<file path="src/rtl/mp_meter.sv">
// MP bookkeeping for the MP bar: cast accept/deny, regen, restore and a smoothly animated fill extent.
// Optional low-MP blink of the bar is built only when MP_LOW_BLINK_EN is defined.
module mp_meter #(
    parameter int MP_MAX    = 120,
    parameter int STEP_DIV  = 833333,
    parameter int REGEN_DIV = 50000000,
    parameter int BLINK_DIV = 12500000
) (
    input  logic       clk,
    input  logic       rst,
    input  logic       cast,
    input  logic [6:0] cost,
    input  logic       restore,
    output logic [9:0] magic,
    output logic [6:0] mp,
    output logic       cast_ok,
    output logic       cast_denied,
    output logic       busy,
    output logic       empty
);

    localparam int SW = (STEP_DIV > 1) ? $clog2(STEP_DIV) : 1;
    localparam int RW = (REGEN_DIV > 1) ? $clog2(REGEN_DIV) : 1;
    localparam logic [6:0] MP_FULL = 7'(MP_MAX);

    typedef enum logic [1:0] {
        S_IDLE  = 2'd0,
        S_DRAIN = 2'd1,
        S_FILL  = 2'd2
    } state_t;

    state_t          state_q;
    logic [SW-1:0]   step_q, step_d;
    logic [RW-1:0]   regen_q, regen_d;
    logic [6:0]      mp_q, mp_d;
    logic [6:0]      disp_q, disp_d;
    logic [9:0]      magic_q, magic_d;
    logic            ok_q, ok_d;
    logic            den_q, den_d;
    logic            busy_q;
    logic            empty_q;
    logic            step_wrap_s;
    logic            regen_wrap_s;

    // Free-running divider counters for the animation step and regeneration tick.
    always_comb begin
        step_wrap_s  = (step_q == SW'(STEP_DIV - 1));
        regen_wrap_s = (regen_q == RW'(REGEN_DIV - 1));
        step_d       = step_wrap_s ? SW'(0) : step_q + SW'(1);
    end

    // MP update with priority restore > cast > regen; accepted casts also restart the regen period.
    always_comb begin
        mp_d    = mp_q;
        regen_d = regen_wrap_s ? RW'(0) : regen_q + RW'(1);
        ok_d    = 1'b0;
        den_d   = 1'b0;
        if (restore) begin
            mp_d    = MP_FULL;
            regen_d = RW'(0);
        end else if (cast && (cost <= mp_q)) begin
            mp_d    = mp_q - cost;
            ok_d    = 1'b1;
            regen_d = RW'(0);
        end else begin
            den_d = cast;
            if (regen_wrap_s && (mp_q < MP_FULL)) begin
                mp_d = mp_q + 7'd1;
            end else begin
                mp_d = mp_q;
            end
        end
    end

    // Displayed fill moves one pixel per step strobe in the direction the FSM is animating.
    always_comb begin
        disp_d = disp_q;
        if (step_wrap_s) begin
            case (state_q)
                S_DRAIN: disp_d = (disp_q != 7'd0) ? disp_q - 7'd1 : disp_q;
                S_FILL:  disp_d = (disp_q < MP_FULL) ? disp_q + 7'd1 : disp_q;
                default: disp_d = disp_q;
            endcase
        end else begin
            disp_d = disp_q;
        end
    end

`ifdef MP_LOW_BLINK_EN
    localparam int BW = (BLINK_DIV > 1) ? $clog2(BLINK_DIV) : 1;
    logic [BW-1:0] blink_q, blink_d;
    logic          phase_q, phase_d;
    logic          low_s;

    // Blink phase toggles every BLINK_DIV cycles; low MP blanks the bar while the phase is set.
    always_comb begin
        blink_d = (blink_q == BW'(BLINK_DIV - 1)) ? BW'(0) : blink_q + BW'(1);
        phase_d = (blink_q == BW'(BLINK_DIV - 1)) ? ~phase_q : phase_q;
        low_s   = ({mp_d, 2'b00} < 9'(MP_MAX));
        if (low_s && phase_d) begin
            magic_d = 10'd2;
        end else begin
            magic_d = {3'b000, disp_d} + 10'd2;
        end
    end

    // Blink counter and phase registers.
    always_ff @(posedge clk) begin
        if (rst) begin
            blink_q <= BW'(0);
            phase_q <= 1'b0;
        end else begin
            blink_q <= blink_d;
            phase_q <= phase_d;
        end
    end
`else
    // Fill extent handed to the renderer: the bar interior starts two pixels in.
    always_comb begin
        magic_d = {3'b000, disp_d} + 10'd2;
    end
`endif

    // Datapath registers and registered status outputs.
    always_ff @(posedge clk) begin
        if (rst) begin
            step_q  <= SW'(0);
            regen_q <= RW'(0);
            mp_q    <= MP_FULL;
            disp_q  <= MP_FULL;
            magic_q <= 10'(MP_MAX + 2);
            ok_q    <= 1'b0;
            den_q   <= 1'b0;
            empty_q <= 1'b0;
        end else begin
            step_q  <= step_d;
            regen_q <= regen_d;
            mp_q    <= mp_d;
            disp_q  <= disp_d;
            magic_q <= magic_d;
            ok_q    <= ok_d;
            den_q   <= den_d;
            empty_q <= (mp_d == 7'd0);
        end
    end

    // Animation FSM; decided on next-cycle values so busy lines up with the mp change.
    always_ff @(posedge clk) begin
        if (rst) begin
            state_q <= S_IDLE;
            busy_q  <= 1'b0;
        end else begin
            busy_q <= (disp_d != mp_d);
            case (state_q)
                S_IDLE: begin
                    if (disp_d > mp_d) begin
                        state_q <= S_DRAIN;
                    end else if (disp_d < mp_d) begin
                        state_q <= S_FILL;
                    end else begin
                        state_q <= S_IDLE;
                    end
                end
                S_DRAIN: begin
                    if (disp_d == mp_d) begin
                        state_q <= S_IDLE;
                    end else if (disp_d < mp_d) begin
                        state_q <= S_FILL;
                    end else begin
                        state_q <= S_DRAIN;
                    end
                end
                S_FILL: begin
                    if (disp_d == mp_d) begin
                        state_q <= S_IDLE;
                    end else if (disp_d > mp_d) begin
                        state_q <= S_DRAIN;
                    end else begin
                        state_q <= S_FILL;
                    end
                end
                default: state_q <= S_IDLE;
            endcase
        end
    end

    assign magic       = magic_q;
    assign mp          = mp_q;
    assign cast_ok     = ok_q;
    assign cast_denied = den_q;
    assign busy        = busy_q;
    assign empty       = empty_q;

endmodule

</file>
<file path="config.mk">
export PLATFORM = sky130hd
export DESIGN_NAME = mp_meter
export DESIGN_NICKNAME = d
export VERILOG_FILES = /design/src/rtl/mp_meter.sv
export SDC_FILE = /design/constraint.sdc
export NUM_CORES = 1
export LEC_CHECK = 0
export ABC_AREA = 1
export CORE_MARGIN = 2
export CORE_UTILIZATION = 45
export CTS_BUF_LIST = sky130_fd_sc_hd__clkbuf_16
export DETAILED_ROUTE_END_ITERATION = 8
export GPL_TIMING_DRIVEN = 0
export SYNTH_ARGS = -nofsm -noshare
export SYNTH_HDL_FRONTEND = slang
export SYNTH_SLANG_ARGS = --single-unit
</file>
<file path="constraint.sdc">
create_clock -name clk -period 4.3 [get_ports clk]
set_input_delay 0.43 -clock clk [delete_from_list [all_inputs] [get_ports clk]]
set_output_delay 0.43 -clock clk [all_outputs]
set_load 0.01 [all_outputs]
</file>
# Word level (Yosys, flattened, before mapping)
# Index checks and enable logic that the tools add are counted.
# totals
out_inout_bits	21
memories	0
latch_bits	0
romBits	0
register_bits	76
mem_bits_rw	0
wordCells	52
# op_classes
multipliers	0
reduce_logical	9
mux	15
bitwise	0
n_lt_le_gt_ge	5
n_addsub	7
eq_ne	6
shift	0
n_div	0
# ops
op	count
$mux W7	6
$add A26 B1 Y26 const B	1
$eq A26 B26 Y1 const B	1
$add A20 B1 Y20 const B	1
$eq A20 B20 Y1 const B	1
$add A7 B1 Y7 const B	2
$lt A7 B7 Y1 const B	2
$pmux W7 S2	1
$mux W2	6
$add A7 B2 Y8 const B	1
$eq A7 B7 Y1	1
$gt A7 B7 Y1	1
$le A7 B7 Y1	1
$logic_not A7 Y1	1
$lt A7 B7 Y1	1
$ne A7 B7 Y1	1
$reduce_bool A7 Y1	1
$sub A7 B1 Y7 const B	1
$sub A7 B7 Y7	1
$pmux W2 S3	1
$reduce_or A2 Y1	2
$reduce_or A4 Y1	1
$reduce_or A3 Y1	1
$eq A2 B1 Y1 const B	1
other kinds (4)	5

# Longest topological paths before layout
# Gate-level depths: netlist of the first run.
# logic_depth
depth_word	9
ltp_mapped	21
mapped_depth_nobuf	21

# Worst setup path before layout of the first run
# No wires, ideal clock.
# synth_timing
kind	input to register
startpoint	in cost[2]
endpoint	reg state_q[1]
required_time_ns	4.186
stages	17
setup_slack_ns	1.676
n_path_buf	1
t_arrival_ns	2.510
path_cell_list	inv_1 -> ha_1 -> a21oi_1 -> nand2_1 -> nand2_1 -> nand3_1 -> nand2_1 -> buf_2 -> o21ai_1 -> nor2_1 -> inv_1 -> ha_1 -> nand2_1 -> nor3_1 -> nand3_2 -> a21oi_1 -> nor2_1
# synth_via
elab_chain_len	8
word_cells_on_any_way	15
cone_classes	add/sub (1); order compare (3); eq/ne (1); mux (9); reduce/logical (1)
# synth_rtl
element	line_no	text
start, declared	12	input logic [6:0] cost,
$le A7 B7 Y1	61	end else if (cast && (cost <= mp_q)) begin
$logic_and A1 B1 Y1	61	
$mux W7 *	61	
$mux W7 *	58	if (restore) begin
$gt A7 B7 Y1 or $lt A7 B7 Y1 (tied branches)	n/a	
$mux W2 (on tied branches)	176, 158, 167	
$mux W2 (on tied branches)	174, 156, 165	
$pmux W2 S3 *	154	case (state_q)
end signal, assigned	157	state_q <= S_DRAIN;
end signal, assigned	175	state_q <= S_IDLE;
end signal, assigned	177	state_q <= S_DRAIN;
end, declared	32	state_t state_q;
# Every way passes the cells marked *; elsewhere a longest branch is shown, timed or not.
# A chain may end at the register's enable or synchronous reset.

# Worst setup path after layout of the first run
# Ends and elaborated chain as after synthesis.

==> results of run 1 <==
==> layer usage <==
layer	wire (µm)	track usage
met1	4530	0.234
met2	4220	0.293
met3	225	0.0264
met4	152	0.0695
met5	0	0
==> final timing paths <==
| kind | startpoint | to | slack [ns] | cells past startpoint |
|---|---|---|---|---|
| max | cost[2] | state_q[1]$_SDFF_PP0_ | 1.12 | 20 |
| min | step_q[0]$_SDFF_PP0_ | step_q[0]$_SDFF_PP0_ | 0.47 | 1 |
| max reg2reg | mp[5]$_SDFF_PP1_ | state_q[1]$_SDFF_PP0_ | 1.28 | 18 |
| min reg2reg | step_q[0]$_SDFF_PP0_ | step_q[0]$_SDFF_PP0_ | 0.47 | 1 |
==> through the flow <==
step	cells	cell area (µm²)	power (mW)	hold WS, ns	utilization
detailed placement	800	4920	0.944	0.455	0.508
finish	816	5230	1.71	0.467	0.540
global placement	800	4920	0.939	0.441	0.508
floorplan	638	4460	0.879	0.430	-
global route	816	5230	1.79	0.488	0.540
CTS	816	5230	1.73	0.466	0.540
==> power breakdown <==
group / switching (mW) / internal [mW] / leakage, nW / total [mW]
Sequential: 0.0145 / 0.691 / 0.591 / 0.706
Combinational: 0.135 / 0.0881 / 1.46 / 0.223
Clock: 0.281 / 0.501 / 0.150 / 0.782
==> critical path, cell delays in order <==
cell and delay (ns):
clkdlybuf4s50_1 0.45, inv_1 0.04, ha_1 0.35, a21oi_1 0.16, nand2_1 0.12, nand2_1 0.08, nand3_1 0.10, nand2_1 0.14
buf_2 0.24, o21ai_1 0.15, nor2_1 0.14, inv_1 0.06, ha_1 0.29, nand2_1 0.06, nor2_1 0.09, a211oi_1 0.05
o21ai_0 0.18, nand4_1 0.15, nand2_1 0.08, nor2_1 0.04
==> state kept, by name, summed over array words and instances (netlist names) <==
name         count
magic            7
cast_ok          1
busy             1
empty            1
disp_q           7
mp               7
state_q          2
cast_denied      1
step_q          20
regen_q         26
==> cells in the final DEF, fill, tap and decap left out, types with 10 or more instances in the layout <==
master / synthesis / final
nand2_1: 136 / 136
nand3_1: 39 / 39
nand3_2: 10 / 10
inv_1: 85 / 85
a21oi_1: 30 / 30
o21ai_0: 19 / 19
xor2_1: 25 / 25
dfxtp_1: 73 / 73
inv_2: 11 / 11
clkdlybuf4s50_1: 0 / 29
nand4_1: 12 / 12
nor2_1: 80 / 80
ha_1: 25 / 25
==> final cells by class <==
class / instances / area [µm²]
clock buffers: 9 / 225
well taps: 133 / 166
multi-input cells: 457 / 2580
plain buffers: 12 / 62.6
repair buffers: 29 / 290
flip-flops and latches: 73 / 1460
clock inverters: 7 / 85.1
inverters: 96 / 360
fillers: 954 / 4450
==> logic make-up (layout without fill, tap and decap cells) <==
logic type,count (synthesis),in the layout
AND/OR/NAND/NOR,328,328
buffers and inverters,108,153
flip-flops,73,73
AO/OA/AOI/OAI,67,67
XOR/XNOR,34,34
adder cells (fa/ha/maj),26,26
other,1,2
==> metrics list, run 1 <==
- After the first detailed-routing iteration, the DRC count stood at roughly 130.
- Total track usage: 0.177
- In the final design database the tool counted 715 nets.
- Counting I/O delays and the setup requirement, the final critical path takes between 3 and 4 ns.
* Antenna diodes: 0
* Via count of the first global-routing pass: approximately 3700
- Placement row count: 36
- Outcome: finished, final reports clean
- Part of the Yosys area used for sequential elements: 0.328
- Fraction of final layout cells with drive strength greater than 1: 0.116
- Clock latency on the worst-skew pair, taken at its later pin, is around 0.33 ns.
* Fraction of the mapped netlist area in adder cells: 0.0746
* Top cells by instance count after synthesis: nand2_1 (136), inv_1 (85), nor2_1 (80)
- The floorplan step defined a core boundary enclosing slightly below 10000 µm².
- Of the total synthesized cell area, the portion taken by XOR and XNOR cells is 0.0668.
- Top-count cell post-synth: nand2_1
* Area share of the largest cell type after synthesis: 0.328
- Simple-gate portion of the synthesized area: 0.353
- Highest fanout seen on the critical path: 10
- Number of buffers inserted during clock tree synthesis: 9
- Setup violation total in the final timing report: 0
* Vias: around 4000
* Full die area: 10700 µm²
- CTS HTree Levels: 3
* Max-slew headroom: 0.631
- Initial antenna violation count: 0
- A synthesized cell averages about 7 µm².
- From left edge to right edge, the die measures 104 µm.
- Dividing the final minimum period by the clock period gives 0.739.
- Setup repair after global routing left no endpoint under its margin.
- Number of synthesized flops with an enable pin: 0
- The first TritonRoute pass finished after 5 iterations.
- By area the synthesized netlist is led by dfxtp_1 (33%), nand2_1 (11%), inv_1 (7.2%).
- Using the TritonRoute via totals, the vias-per-cell ratio works out to around 4.8.
* Tightest Hold Check Type: register to register
- Number of maximum-capacitance constraint violations: 0
- Count of boundary I/O pins: 32
- DRC Markers: 0
- Average wire per cell in the routed design: roughly 11 µm
- After clock tree synthesis, the clock-pin slew on the worst setup and hold paths is 0.06 ns.
- Post-CTS repair changed the size of 0 cells.
- Ys async rst share: 0
- Slew Viols, Final: 0
- Summing every instance area after synthesis gives between 4000 and 5000 µm².
- Prior to clock tree synthesis, the placed netlist has a worst setup slack of around 0.78 ns.
* Setup clock skew after layout: 0.00377 ns
* Overflow left after global routing: 0
- For the worst setup path, the data required time is approximately 4.5 ns.
- Based on the critical path, the design can be clocked at up to between 0.3 and 0.4 GHz.
- Post-synthesis compound-gate area fraction: 0.0825
- After synthesis, the share of cell area in mux cells is 0.
- The number of different library cells used by synthesis comes to 41.
- Main synth FF type: dfxtp_1
- TritonCTS clock tree: built
* Dominant combinational cell family by area after synthesis: simple AND/OR/NAND/NOR gates
- Clock tree root buffer cell: clkbuf_16
- Measured along the y axis, the die boundary spans 104 µm.
* Maximum number of pins on one net before global-route repair: 13
- Critical path capture point type: register
* CP startpoint kind: input port
* Input/output buffers: 29
- The clock passes through at most 2 buffers.
* Post-route antenna net violation count: 0
- The hold violation total from the final report came to 0.
- The HPWL after detailed placement is ~7000 µm.
* Sum Neg Setup Slack: 0 ns
* Synthesis-stage register bit count: 73
* Buffer count from post-CTS setup fixing: 0
- Weighted congestion reported at the end of routability-driven placement: 0.835
- For this design the static power due to leakage is between 2 and 2.5 nW.
* Initial standard-cell utilization of the core: 0.461
* Cts-stage hold buffer count: 0
- Data arrival time of the worst path: between 3 and 4 ns
- The first global-routing pass estimated about 16000 µm of wire.
- Measured slew at the worst slew-check pin: between 0.5 and 0.6 ns
- Area growth from synthesis to final layout: 17.3%
- Largest vdd supply drop: around 0.00015 V
- Cell area power density: between 300 and 400 nW/µm²
* Number of clock sinks: 73
- The Yosys step of the flow raised 0 warnings.
* Slack of the critical path: ~1.1 ns
- The final layout contains routed wiring with a total length of slightly above 9000 µm.
* Critical path class: input port to register
- Syn Inst Count: roughly 640
- The synthesized design spends more area on one cell type than any other, namely dfxtp_1.
Power figures use the tool's default switching activity.
==> run 2: changes to the inputs <==
--- a/config.mk
+++ b/config.mk
@@ -11,6 +11,7 @@
 export CTS_BUF_LIST = sky130_fd_sc_hd__clkbuf_16
 export DETAILED_ROUTE_END_ITERATION = 8
 export GPL_TIMING_DRIVEN = 0
+export PLACE_DENSITY = 0.66
 export SYNTH_ARGS = -nofsm -noshare
 export SYNTH_HDL_FRONTEND = slang
 export SYNTH_SLANG_ARGS = --single-unit
==> constraint.sdc (replaced) <==
create_clock -name clk -period 2.9 [get_ports clk]
set_input_delay 0.29 -clock clk [delete_from_list [all_inputs] [get_ports clk]]
set_output_delay 0.29 -clock clk [all_outputs]
set_load 0.01 [all_outputs]
==> run 2 against run 1 <==
Effect of this change:
- global-route usage hardly changed
- clock power increased by 41%
- power increased by 47%
- register-to-register slack worse by 1.1 ns
- largest power group unchanged
- sequential power up 49%
- critical endpoint is now state_q[0]$_SDFF_PP0_
- via count up 1.1%
- clock skew is 0.0033 ns higher
- largest cell class unchanged
==> metrics list, run 2 (synthesized netlist as in run 1, its figures left out) <==
* Outcome: finished, final reports clean (unchanged)
- The core occupancy in the finished layout is 0.563 (was 0.540).
- The kind of path behind the tightest hold check is register to register (unchanged).
- The pin count of the biggest net entering global routing came to 14 (was 13).
- Vias: 3995 (was 3952)
* DRC Markers: 0 (unchanged)
* Via count of the first global-routing pass: 3854 (was 3705)
* Critical path class: input port to register (unchanged)
- Area growth from synthesis to final layout: 22.1% (was 17.3%)
* Fraction of final layout cells with drive strength greater than 1: 0.166 (was 0.116)
- Leakage power of the design: 2.24 nW (was 2.20 nW)
- Derived from the worst setup path, the maximum achievable clock frequency is between 0.3 and 0.4 GHz.
* Placed Instance Area: 4920 µm² (unchanged)
* Overflow left after global routing: 0 (unchanged)
* CP startpoint kind: input port (unchanged)
- The number of nets in the final layout is 723 (was 715).
- Of the available clock period, the critical path in the final layout requires 0.942.
- The filler-free cell count of the finished design was 824 (was 816).
* Min Tclk post-route: approximately 2.7 ns
- The endpoint of the worst hold-timing path is regen_q[0]$_SDFF_PP0_ (was step_q[0]$_SDFF_PP0_).
- The length of the first detailed-routing pass in iterations is 4 (was 5).
* Input/output buffers: 29 (unchanged)
- Slack of the critical path: 0.167 ns (was 1.12 ns)
* Area occupied by registers: 1470 µm² (was 1460 µm²)
* Slowest-stage cell, CP: clkdlybuf4s50_1 (unchanged)
- The number of buffers created by CTS was 9 (unchanged).
* Cell Count Post-Placement: 800 (unchanged)
* Data arrival time of the worst path: 3.00 ns (was 3.40 ns)
* Setup clock skew after layout: 0.00705 ns (was 0.00377 ns)
- The effective utilization at floorplan was 0.461 (unchanged).
* Count of boundary I/O pins: 32 (unchanged)
- The critical hold path startpoint is regen_q[0]$_SDFF_PP0_ (was step_q[0]$_SDFF_PP0_).
- Worst stage delay on the critical path: 0.46 ns (was 0.45 ns)
* Maximum count of clock buffers along a single path: 2 (unchanged)
- Number of cells on the worst hold path: 1 (unchanged)
- Highest fanout seen on the critical path: 10 (unchanged)
- Average wire per cell in the routed design: 11.4 µm (was 11.2 µm)
- End of the worst register-to-register path: state_q[0]$_SDFF_PP0_ (was state_q[1]$_SDFF_PP0_)
* TritonCTS clock tree: built (unchanged)
- Die width: 104 µm (unchanged)
- CTS HTree Levels: 3 (unchanged)
- Placeable core area: 9680 µm² (unchanged)
- The worst slack at placement is -0.391 ns (was 0.778 ns).
* Die Span Y: 104 µm (unchanged)
* Number of flip-flops in the largest register: 26 (unchanged)
- Overall power after layout: 2.52 mW (was 1.71 mW)
- The total of fill cells in the finished design was 904 (was 954).
- Cell area power density: 462 nW/µm² (was 327 nW/µm²)
- Final cell area excluding filler cells: 5450 µm² (was 5230 µm²)
- Commonest non-fill, non-tap cells in the layout: nand2_1 (134), inv_1 (83), nor2_1 (78) (was nand2_1 (136), inv_1 (85), nor2_1 (80)).
- The wire length of the first global-routing pass came to 16000 µm (was 16100 µm).
- The count of inserted antenna diode cells came to 0 (unchanged).
* Register with the most flip-flops: regen_q (unchanged)
- Crit-path cells: clkdlybuf4s50_1, inv_1, ha_4, nand2_1, nor2_1, nand3b_1, nand3_2, nand2_4, buf_6, nand2_1, o21ai_2, nor2_2, inv_2, ha_4, nand2_1, nor2_1, a211oi_2, o21ai_1, nand4_1, a21oi_1 (was clkdlybuf4s50_1, inv_1, ha_1, a21oi_1, nand2_1, nand2_1, nand3_1, nand2_1, buf_2, o21ai_1, nor2_1, inv_1, ha_1, nand2_1, nor2_1, a211oi_1, o21ai_0, nand4_1, nand2_1, nor2_1)
- Total track usage: 0.177 (about the same)
- The final weighted congestion of routability-driven global placement came to 0.865 (was 0.835).
- Critical path capture point type: register (unchanged)
- RSZ-0062 raised after global routing: yes (was no).
- Number of hold-slack violations in the final timing report: 0 (unchanged)
- Largest registers: regen_q (26), step_q (20) (unchanged)
- Clock tree root buffer cell: clkbuf_16 (unchanged)
- Area occupied by multi-input gates: 2730 µm² (was 2580 µm²)
* Most frequent standard cell in the layout excluding fill and tap cells: nand2_1 (unchanged)
* Critical register-to-register path startpoint: mp[3]$_SDFF_PP1_ (was mp[5]$_SDFF_PP1_)
* R2r setup slk: 0.18 ns (was 1.28 ns)
- Largest vdd supply drop: 0.000271 V (was 0.000151 V)
- The cell count of the worst reg-to-reg path came to 18 (unchanged).
* Sum Neg Setup Slack: 0 ns (unchanged)
- Clk Latency, worst-skew pair: 0.34 ns (was 0.33 ns)
* Drt first-iter violations: 129 (was 132)
- The total of endpoints with negative setup slack in the final report was 0 (unchanged).
- Clock transition at the registers of the reported paths: 0.06 ns (about the same)
- The total routed wirelength is 9410 µm (was 9130 µm).
- The average via count per standard cell is 4.85 (was 4.84).
- The number of rows in the core area came to 36 (unchanged).
- Post-route antenna net violation count: 0 (unchanged)
* Required time worst endpoint: 3.17 ns (was 4.52 ns)
- Initial antenna violation count: 0 (unchanged)
- The most frequent cell on the critical path is nand2_1 (unchanged).
- The half-perimeter wire length after placement came to 6980 µm (was 6990 µm).
* Number of clock sinks: 73 (unchanged)
- Worst-case hold slack: 0.425 ns (was 0.467 ns)
* Full die area: 10700 µm² (unchanged)
- The count of final max-slew check failures is 0 (unchanged).
- The number of max-capacitance violations reported came to 0 (unchanged).
[run 2: report_power, final]
part	switching (mW)	internal [mW]	total, mW
registers	0.0237	1.03	1.05
clock network	0.436	0.664	1.10
logic	0.214	0.155	0.369
[run 2: layer usage]
metal	track usage	wire, µm
met5	0	0
met4	0.0666	172
met3	0.0321	275
met2	0.316	4570
met1	0.211	4390
[run 2: final cells by class]
| class | count | share of cell area |
|---|---|---|
| multi-input combinational | 457 | 0.502 |
| inverter | 96 | 0.0666 |
| clock buffer | 9 | 0.0413 |
| timing repair buffer | 37 | 0.0643 |
| tap | 133 | 0.0305 |
| buffer | 12 | 0.0126 |
| clock inverter | 7 | 0.0129 |
| sequential | 73 | 0.270 |
[run 2: worst max path at each step]
| stage | start | to | slack [ns] | cells after the start |
|---|---|---|---|---|
| 2_1_floorplan | mp[2]$_SDFF_PP0_ | state_q[1]$_SDFF_PP0_ | 0.31 | 16 |
| 3_3_place_gp | cost[2] | state_q[1]$_SDFF_PP0_ | -0.36 | 20 |
| 3_5_place_dp | cost[2] | state_q[1]$_SDFF_PP0_ | -0.39 | 18 |
| 4_1_cts | cost[3] | state_q[1]$_SDFF_PP0_ | 0.003 | 21 |
| 5_1_grt | regen_q[1]$_SDFF_PP0_ | state_q[1]$_SDFF_PP0_ | -0.03 | 19 |
| 6_report | cost[2] | state_q[0]$_SDFF_PP0_ | 0.17 | 20 |
[run 2: critical path: cells and delay by family]
kind | cells | cell delay (ns)
buffers and inverters | 4 | 0.72
AO/OA/AOI/OAI | 4 | 0.44
adder cells (fa/ha/maj) | 2 | 0.56
AND/OR/NAND/NOR | 10 | 1.01
[run 2: what timing repair did]
action,in CTS,in global routing
buffers inserted,0,8
gates resized for setup,3,33
pin swaps,0,16
endpoints found under the setup margin,3,3
hold buffers,0,0
